[config.mk]
export PLATFORM = sky130hd
export DESIGN_NAME = alu_arbiter
export DESIGN_NICKNAME = d
export VERILOG_FILES = /design/src/rtl/alu_arbiter_pkg.sv /design/src/rtl/alu_arbiter_rr.sv /design/src/rtl/alu_arbiter.sv
export SDC_FILE = /design/constraint.sdc
export NUM_CORES = 1
export LEC_CHECK = 0
export CELL_PAD_IN_SITES_DETAIL_PLACEMENT = 0
export CELL_PAD_IN_SITES_GLOBAL_PLACEMENT = 1
export CORE_MARGIN = 5
export CORE_UTILIZATION = 23
export CTS_CLUSTER_DIAMETER = 120
export CTS_CLUSTER_SIZE = 8
export DETAILED_ROUTE_END_ITERATION = 8
export HOLD_SLACK_MARGIN = 0.02
export MAX_ROUTING_LAYER = met4
export PLACE_DENSITY_LB_ADDON = 0.1
export SYNTH_ARGS = -nofsm -noshare
export SYNTH_HDL_FRONTEND = slang
export SYNTH_SLANG_ARGS = --single-unit
[constraint.sdc]
create_clock -name clock -period 2.3 [get_ports clock]
set_clock_uncertainty 0.15 [all_clocks]
set_input_delay 0.46 -clock clock [delete_from_list [all_inputs] [get_ports clock]]
set_output_delay 0.46 -clock clock [all_outputs]
set_load 0.02 [all_outputs]
[src/rtl/alu_arbiter_pkg.sv]
// Shared definitions for the ALU arbiter: instruction word, opcodes,
// in-flight tag record and a small pointer helper.
package alu_arbiter_pkg;

  localparam int ALU_RESULT_W = 32;
  localparam int OPERAND_W    = 32;
  // Tag ids are a fixed 3 bits so one tag type serves every NUM_REQ up to 8.
  localparam int TAG_ID_W     = 3;

  typedef enum logic [2:0] {
    OP_ADD  = 3'd0,
    OP_SUB  = 3'd1,
    OP_AND  = 3'd2,
    OP_OR   = 3'd3,
    OP_XOR  = 3'd4,
    OP_SHL  = 3'd5,
    OP_SHR  = 3'd6,
    OP_PASS = 3'd7
  } opcode_t;

  typedef struct packed {
    logic [OPERAND_W-1:0] a;
    logic [OPERAND_W-1:0] b;
    opcode_t              opcode;
  } instruction_t;

  typedef struct packed {
    logic                valid;
    logic [TAG_ID_W-1:0] id;
  } alu_tag_t;

  function automatic int wrap_inc(input int idx, input int n);
    int nxt;
    nxt = idx + 32'sd1;
    if (nxt >= n) begin
      nxt = 32'sd0;
    end else begin
      nxt = nxt;
    end
    return nxt;
  endfunction

endpackage

[src/rtl/alu_arbiter_rr.sv]
// Reusable round-robin arbiter: one-hot grant starting the search at a
// rotating pointer that moves past the winner whenever a grant is taken.
module rr_arbiter
  import alu_arbiter_pkg::*;
#(
  parameter int N     = 4,
  parameter int IDX_W = (N > 1) ? $clog2(N) : 1
) (
  input  logic             clock,
  input  logic             reset,
  input  logic [N-1:0]     req,
  input  logic             advance,
  output logic [N-1:0]     grant,
  output logic [IDX_W-1:0] grant_idx,
  output logic             grant_valid
);

  logic [IDX_W-1:0] ptr;
  logic [IDX_W:0]   cand;

  // Search req from ptr upward (mod N); nothing is granted while in reset.
  always_comb begin
    grant       = '0;
    grant_idx   = '0;
    grant_valid = 1'b0;
    cand        = '0;
    if (!reset) begin
      for (int off = 0; off < N; off++) begin
        cand = {1'b0, ptr} + (IDX_W+1)'(off);
        if (cand >= (IDX_W+1)'(N)) begin
          cand = cand - (IDX_W+1)'(N);
        end else begin
          cand = cand;
        end
        if (!grant_valid && req[cand[IDX_W-1:0]]) begin
          grant_valid = 1'b1;
          grant_idx   = cand[IDX_W-1:0];
        end else begin
          grant_valid = grant_valid;
        end
      end
      if (grant_valid) begin
        grant[grant_idx] = 1'b1;
      end else begin
        grant = '0;
      end
    end else begin
      grant_valid = 1'b0;
    end
  end

  // Pointer moves to the slot after the winner only when the grant is used.
  always_ff @(posedge clock) begin
    if (reset) begin
      ptr <= '0;
    end else if (advance && grant_valid) begin
      ptr <= IDX_W'(wrap_inc(int'(grant_idx), N));
    end else begin
      ptr <= ptr;
    end
  end

endmodule

[src/rtl/alu_arbiter.sv]
// Shares one fixed-latency ALU between NUM_REQ requesters; a tag pipeline
// routes each result back to the requester that issued the word.
module alu_arbiter
  import alu_arbiter_pkg::*;
#(
  parameter int NUM_REQ     = 4,
  parameter int ALU_LATENCY = 1,
  parameter int ID_W        = $clog2(NUM_REQ)
) (
  input  logic                    clock,
  input  logic                    reset,
  input  logic [NUM_REQ-1:0]      req_valid,
  input  instruction_t            req_iw [NUM_REQ],
  output logic [NUM_REQ-1:0]      req_ready,
  output instruction_t            alu_iw,
  input  logic [ALU_RESULT_W-1:0] alu_result,
  output logic                    rsp_valid,
  output logic [ID_W-1:0]         rsp_id,
  output logic [ALU_RESULT_W-1:0] rsp_result,
  output logic                    busy
);

  localparam int DEPTH = ALU_LATENCY + 1;

  logic [NUM_REQ-1:0] grant;
  logic [ID_W-1:0]    grant_idx;
  logic               grant_valid;
  logic               transfer;
  alu_tag_t           tag_pipe [DEPTH];
  alu_tag_t           tag_next [DEPTH];
  logic               busy_next;
  logic               out_valid;

  rr_arbiter #(
    .N     (NUM_REQ),
    .IDX_W (ID_W)
  ) u_arb (
    .clock       (clock),
    .reset       (reset),
    .req         (req_valid),
    .advance     (transfer),
    .grant       (grant),
    .grant_idx   (grant_idx),
    .grant_valid (grant_valid)
  );

  // A grant is only ever raised on a valid request, so every grant is a transfer.
  assign req_ready = grant;
  assign transfer  = grant_valid;

  // Issue register: holds the last word when idle; the ALU's stale result is untagged.
  always_ff @(posedge clock) begin
    if (reset) begin
      alu_iw <= '0;
    end else if (transfer) begin
      alu_iw <= req_iw[grant_idx];
    end else begin
      alu_iw <= alu_iw;
    end
  end

  // Next tag pipe contents and the in-flight indication derived from them.
  always_comb begin
    busy_next         = 1'b0;
    tag_next[0].valid = transfer;
    tag_next[0].id    = TAG_ID_W'(grant_idx);
    for (int s = 1; s < DEPTH; s++) begin
      tag_next[s] = tag_pipe[s-1];
    end
    for (int s = 0; s < DEPTH; s++) begin
      busy_next = busy_next | tag_next[s].valid;
    end
  end

  // Tag pipeline advances every cycle; reset drops everything in flight.
  always_ff @(posedge clock) begin
    if (reset) begin
      for (int s = 0; s < DEPTH; s++) begin
        tag_pipe[s] <= '0;
      end
      busy <= 1'b0;
    end else begin
      for (int s = 0; s < DEPTH; s++) begin
        tag_pipe[s] <= tag_next[s];
      end
      busy <= busy_next;
    end
  end

  // Reset masks the final stage so a word issued before reset never responds.
  assign out_valid = tag_pipe[DEPTH-1].valid & ~reset;

  // Final stage lines up with the ALU result register, so the result passes straight through.
  always_comb begin
    if (out_valid) begin
      rsp_valid  = 1'b1;
      rsp_id     = ID_W'(tag_pipe[DEPTH-1].id);
      rsp_result = alu_result;
    end else begin
      rsp_valid  = 1'b0;
      rsp_id     = '0;
      rsp_result = '0;
    end
  end

endmodule

==> Flow_metrics.wiki, run 1 <==
{| class="wikitable"
! Metric !! Value
|-
| Run status || completed
|-
| Final worst path period need || roughly 2.2 ns
|-
| Transition at the pin with the smallest max-transition slack || roughly 0.57 ns
|-
| Routability Congestion || around 0.89
|-
| Multi-input gate area in the final layout || between 3000 and 4000 µm²
|-
| Antenna Violating Nets Remaining || 0
|-
| Area growth, synth to finish || 98.2%
|-
| Summed area of non-filler cells in the final layout || a little over 10,000 µm²
|-
| Fraction of final layout cells sized beyond drive strength 1 || 13.8%
|-
| Final hold viol count || 0
|-
| First-pass GRT wire length || 39.3 mm
|-
| Category of the worst setup path launch point || primary input
|-
| Number of filler instances in the final layout || 2,147
|-
| Dpl hpwl || 20.2 mm
|-
| Number of library cell types mapped by synthesis || 34
|-
| Number of antenna violations at the first check in global routing || 0
|-
| Highest net fanout along the worst path || 6
|-
| Yosys synthesis warning count || 0
|-
| Post-synthesis sequential area ratio || between 20% and 30%
|-
| Flip-flop and latch area || 1530 µm²
|-
| Leakage component of the power || between 4 and 5 nW
|-
| Setup WS post-layout || between 0.06 and 0.07 ns
|-
| Worst slew margin relative to its limit || 61.9%
|-
| Final routed wire length divided by cell count || 20.5 µm
|-
| Critical Path End Type || output port
|-
| Buffers from clock root to sink, at most || 2
|-
| Min-Delay Path Class || flip-flop to flip-flop
|-
| Clock root buffer master || sky130_fd_sc_hd__clkbuf_16
|-
| Biggest area contributors in the synthesized netlist || sky130_fd_sc_hd__dfxtp_1 29%, sky130_fd_sc_hd__mux2i_1 13%, sky130_fd_sc_hd__o21bai_1 9.7%, sky130_fd_sc_hd__a211oi_2 7.0%, sky130_fd_sc_hd__a211oi_1 5.8%
|-
| Total cell area at the placement stage || approximately 10000 µm²
|-
| Library cell occupying the most area in the post-synthesis netlist || sky130_fd_sc_hd__dfxtp_1
|-
| Syn Std Cell Area || 5200 µm²
|-
| Slowest cell delay on critical path || 0.29 ns
|-
| Syn Inst Count || 554
|-
| Share of Yosys cell area claimed by the top area cell type || between 20% and 30%
|-
| Post-Route Utilization || between 40% and 50%
|-
| Worst hold path cell count || 1
|-
| Cell chain of the critical path || buf_4, buf_6, buf_4, a221oi_4, buf_4, o21ai_4, nor2_1, buf_4
|-
| Floorplan core area || 22,400 µm²
|-
| Sum Neg Setup Slack || 0 ns
|-
| Initial core utilization || 23.2%
|-
| Worst-case reg-to-reg path depth || 8
|-
| Floorplan die area || 25,700 µm²
|-
| Remaining design rule violation count || 0
|-
| Average instance area after synthesis || 9.40 µm²
|-
| CP Class || primary input to output port
|-
| Number of global-route vias before repair || 6,582
|-
| Clock tree from TritonCTS || done
|-
| Combined global-route utilization of all metal layers || between 10% and 20%
|-
| Cell with the most instances on the worst path || sky130_fd_sc_hd__buf_4
|-
| Number of nets in the finished design || 1,279
|-
| Horiz. Die Dim || between 150 and 200 µm
|-
| Number of search-and-repair iterations in the first detailed-routing pass || 4
|-
| Largest net degree at the start of global routing || 36
|-
| Synthesized net count || between 800 and 900
|-
| Vert. Die Dim || 160 µm
|-
| Power density over cell area || 575 nW/µm²
|-
| IR Drop Worst-Case VDD || 0.000273 V
|-
| Final clock period utilization by the worst path || 97.1%
|-
| Number of setup violations in the final report || 0
|-
| Clock latency on the worst-skew pair || 0.34 ns
|-
| Number of hold buffers added after CTS || 0
|-
| CTS sink cnt || 76
|-
| Total grt overflow || 0
|-
| Top-level I/O count || 413
|-
| Post-route total power || 5.93 mW
|-
| Cell row count || 55
|-
| Total via count after detailed routing || between 6,000 and 7,000
|-
| Most frequent cells in the layout || 368 x sky130_fd_sc_hd__clkdlybuf4s50_1, 74 x sky130_fd_sc_hd__dfxtp_1, 67 x sky130_fd_sc_hd__o21bai_1, 67 x sky130_fd_sc_hd__mux2i_1, 44 x sky130_fd_sc_hd__buf_4
|-
| Signal arrival time at the worst endpoint || 1.62 ns
|-
| Average vias per placed instance || between 4 and 5
|-
| Clock Pin Slew Worst Setup and Hold Paths || 0.06 ns
|-
| Count of maximum capacitance violations || 0
|-
| Required time at the worst-slack endpoint || 1.69 ns
|-
| Initial DRC Count || between 200 and 250
|-
| Routed WL || 25.8 mm
|-
| Worst-path cell with the longest stage delay || sky130_fd_sc_hd__a221oi_4
|-
| Maximum level of the CTS H-tree || 3
|-
| Antenna diodes || 0
|-
| Clock buffers created by TritonCTS || 9
|-
| Final Max Tran Viols || 0
|-
| Setup slack at placement || -0.622 ns
|-
| Number of input and output port buffers inserted || roughly 410
|-
| Flip-flop and latch count after synthesis || 76
|-
| Maximum clock rate || between 400 and 500 MHz
|-
| Most common cell after layout, fill and taps aside || sky130_fd_sc_hd__clkdlybuf4s50_1
|}
## cell type report
| type | instances | share of cell area [%] |
|---|---|---|
| timing repair buffer | 468 | 45.0 |
| multi-input combinational | 414 | 33.3 |
| sequential | 76 | 14.8 |
| tap | 285 | 3.46 |
| clock buffer | 10 | 2.32 |
| clock inverter | 5 | 0.970 |
| inverter | 4 | 0.146 |
## critical path: cells and delay by family
| family | cells | cell delay, ns |
|---|---|---|
| simple gates | 1 | 0.09 |
| compound gates | 2 | 0.36 |
| buf+inv | 5 | 0.71 |
## Yosys cell counts, drive strengths merged
master / n
nor4: 1
a221oi: 34
nor2: 10
or2: 4
a21o: 1
a211oi: 69
dfxtp: 76
o22ai: 33
nor3: 2
a21oi: 3
nand2b: 35
buf: 27
and4: 34
nor2b: 8
clkbuf: 33
o21bai: 67
nand3: 1
nand2: 3
and3: 2
mux2i: 67
o21ai: 5
inv: 4
and2: 35
## through the flow
stage               instances  hold slack, ns
floorplan                 554           0.264
global placement         1240           0.276
detailed placement       1240           0.279
CTS                      1261           0.292
global route             1262           0.311
finish                   1262           0.290
## final timing paths
kind	startpoint	end	slack, ns
setup / recovery	req_valid[2]	req_ready[0]	0.07
setup reg to reg	u_arb.ptr[1]	alu_iw[11]	0.23
hold reg to reg	tag_pipe[0][0]	tag_pipe[0][4]	0.29
hold / removal	tag_pipe[0][0]	tag_pipe[0][4]	0.29
## layer usage
metal  GRT usage [%]  share of wire (%)  up-vias
li1                -                  -     2980
met1            23.3                 41     2837
met2            33.8                 50      261
met3            5.00                7.6       22
met4            5.20                1.7        0
met5               -                  0        -
## cells by family (layout without fill, tap and decap cells)
family / count (synthesis) / after routing / synth area share [%]
compound gates: 212 / 212 / 33.4
buf+inv: 64 / 487 / 6.73
flops: 76 / 76 / 29.2
mux: 67 / 67 / 12.9
simple gates: 135 / 135 / 17.7
## report_power, final
group,internal [mW],switching (mW),leakage (nW),total [mW]
registers,1.51,0.108,0.636,1.62
logic,1.43,1.20,3.24,2.62
clock network,1.08,0.601,0.168,1.68
## state kept, by name (all words and copies together), names as in the netlist
| signal | count |
|---|---|
| alu_iw | 67 |
| busy | 1 |
| tag_pipe | 6 |
| u_arb.ptr | 2 |
## what timing repair did
action / in CTS / in global routing
gates resized for setup: 68 / 11
buffers inserted: 6 / 2
pin swaps: 7 / 4
endpoints found under the setup margin: 99 / 7
Power figures use the tool's default switching activity.
==> run 2: changes to the inputs <==
--- a/config.mk
+++ b/config.mk
@@ -15,6 +15,7 @@
 export HOLD_SLACK_MARGIN = 0.02
 export MAX_ROUTING_LAYER = met4
 export PLACE_DENSITY_LB_ADDON = 0.1
+export SKIP_CTS_REPAIR_TIMING = 1
 export SYNTH_ARGS = -nofsm -noshare
 export SYNTH_HDL_FRONTEND = slang
 export SYNTH_SLANG_ARGS = --single-unit
==> run 2 against run 1 <==
Critical path depth shrank 2. Power grew 0.25%. Clock power is essentially flat. Via count shrank 0.26%. Critical endpoint is now req_ready[1]. Largest power group unchanged.
==> Flow_metrics.wiki, run 2 (same netlist as run 1, synthesis figures left out) <==
{| class="wikitable"
! Metric !! Value
|-
| Clock latency on the worst-skew pair || 0.34 ns
|-
| Clock root buffer master || sky130_fd_sc_hd__clkbuf_16
|-
| Fraction of final layout cells sized beyond drive strength 1 || 14.1%
|-
| RSZ-0062 raised after global routing || yes
|-
| Routability Congestion || a little under 0.9
|-
| Kind of cell adding the most delay to the critical path || simple AND/OR/NAND/NOR gates
|-
| Largest net degree at the start of global routing || 36
|-
| CTS sink cnt || 76
|-
| Total cell area at the placement stage || 9890 µm²
|-
| Reg with most FFs || alu_iw
|-
| Most frequent cells in the layout || 368 x sky130_fd_sc_hd__clkdlybuf4s50_1, 74 x sky130_fd_sc_hd__dfxtp_1, 67 x sky130_fd_sc_hd__o21bai_1, 67 x sky130_fd_sc_hd__mux2i_1, 45 x sky130_fd_sc_hd__buf_4
|-
| Inst Count DP || 1,240
|-
| Clock tree from TritonCTS || done
|-
| Worst-path cell with the longest stage delay || sky130_fd_sc_hd__dfxtp_2
|-
| Number of global-route vias before repair || 6,531
|-
| Floorplan die area || around 26,000 µm²
|-
| Final worst path period need || between 2 and 2.5 ns
|-
| Clock Pin Slew Worst Setup and Hold Paths || 0.06 ns
|-
| Maximum level of the CTS H-tree || 3
|-
| Worst slew margin relative to its limit || a little over three fifths
|-
| Post-Route Utilization || roughly 47%
|-
| First-pass GRT wire length || 39.0 mm
|-
| Worst hold path endpoint || tag_pipe[0][4]
|-
| Most common cell after layout, fill and taps aside || sky130_fd_sc_hd__clkdlybuf4s50_1
|-
| Maximum clock rate || 436 MHz
|-
| Initial DRC Count || ~280
|-
| Clock buffers created by TritonCTS || 9
|-
| Critical Path End Type || output port
|-
| Final Non-Filler Cells || 1,265
|-
| Horiz. Die Dim || 160 µm
|-
| Final hold viol count || 0
|-
| Dpl hpwl || between 20 and 25 mm
|-
| Regs by FF count || alu_iw x67, tag_pipe x6, u_arb.ptr x2
|-
| Startpoint of the worst hold path || tag_pipe[0][0]
|-
| Signal arrival time at the worst endpoint || 1.68 ns
|-
| Area growth, synth to finish || 101%
|-
| Final Max Tran Viols || 0
|-
| Routed WL || 25.9 mm
|-
| Number of antenna violations at the first check in global routing || 0
|-
| Number of setup violations in the final report || 0
|-
| Final clock period utilization by the worst path || between 90% and 100%
|-
| Worst hold path cell count || 1
|-
| IR Drop Worst-Case VDD || 0.000265 V
|-
| Worst-case reg-to-reg path depth || 8
|-
| Required time at the worst-slack endpoint || 1.69 ns
|-
| Final routed wire length divided by cell count || roughly 20 µm
|-
| Summed area of non-filler cells in the final layout || 10,500 µm²
|-
| Number of flip-flops in the largest register || between 60 and 70
|-
| Total grt overflow || 0
|-
| Slowest cell delay on critical path || 0.33 ns
|-
| Reg-to-Reg End || alu_iw[12]
|-
| Cell row count || 55
|-
| Count of maximum capacitance violations || 0
|-
| Power density over cell area || between 500 and 600 nW/µm²
|-
| Worst R2R Start || u_arb.ptr[1]
|-
| Flop2flop setup slack || 0.24 ns
|-
| Number of nets in the finished design || 1,282
|-
| Smallest hold slack || 0.290 ns
|-
| Run status || completed
|-
| CP Class || flip-flop to output port
|-
| Post-route total power || 5.94 mW
|-
| Number of input and output port buffers inserted || slightly above 400
|-
| Initial core utilization || 23.2%
|-
| Total via count after detailed routing || 6,084
|-
| Min-Delay Path Class || flip-flop to flip-flop
|-
| Worst path bufs/invs || 2
|-
| Average vias per placed instance || 4.81
|-
| Remaining design rule violation count || 0
|-
| Leakage component of the power || 4.50 nW
|-
| Highest net fanout along the worst path || 4
|-
| Vert. Die Dim || between 150 and 200 µm
|-
| Number of search-and-repair iterations in the first detailed-routing pass || 4
|-
| Antenna Violating Nets Remaining || 0
|-
| Antenna diodes || 0
|-
| Cell chain of the critical path || buf_6, nor2b_4, o21ai_2, and3_4, and3_4, buf_6
|-
| Category of the worst setup path launch point || flip-flop
|-
| Transition at the pin with the smallest max-transition slack || 0.562 ns
|-
| Top-level I/O count || 413
|-
| Buffers from clock root to sink, at most || 2
|-
| Floorplan core area || 22,400 µm²
|-
| Combined global-route utilization of all metal layers || 19.7%
|}
run 2: cell types whose count changed in the layout (fill, tap and decap cells not counted), sizes merged:
cell	before	now
buf	63	64
clkbuf	12	15
clkdlybuf4s15	1	0
dlygate4sd2	34	0
dlymetal6s2s	0	34
run 2: power by group:
part           internal (mW)  total, mW  switching (mW)
registers               1.51       1.62           0.105
clock network           1.08       1.68           0.597
logic                   1.44       2.65            1.20
total                   4.04       5.94            1.90
run 2: layout make-up:
| class | instances | area (µm²) |
|---|---|---|
| fillers | 2118 | 12000 |
| repair buffers | 471 | 4780 |
| multi-input cells | 414 | 3430 |
| flip-flops and latches | 76 | 1530 |
| well taps | 285 | 357 |
| clock buffers | 10 | 239 |
| clock inverters | 5 | 100 |
| inverters | 4 | 15.0 |
run 2: worst max path at each step:
stage | endpoint | start | depth (start not counted)
after CTS | req_ready[2] | req_valid[0] | 6
after global placement | req_ready[2] | req_valid[0] | 7
after global routing | req_ready[1] | u_arb.ptr[0] | 6
after detailed placement | req_ready[2] | req_valid[0] | 6
after floorplan | req_ready[3] | req_valid[2] | 7
final | req_ready[1] | u_arb.ptr[0] | 6
run 2: per-layer routing:
metal	wire length [µm]	up-vias	track usage (%)	part of all wire, %
met5	0	-	-	0
met4	433	0	5.16	1.7
met3	1970	20	5.00	7.6
met2	12900	243	33.4	50
met1	10500	2837	23.2	41
li1	-	2984	-	-
run 2: stage by stage:
step                      TNS, ns  setup slack (ns)
final                           0           0.00813
after global placement     -26.78            -0.606
after floorplan           -0.0246           -0.0246
after CTS                   -9.77            -0.629
after detailed placement   -33.26            -0.622
after global routing       -0.113           -0.0696
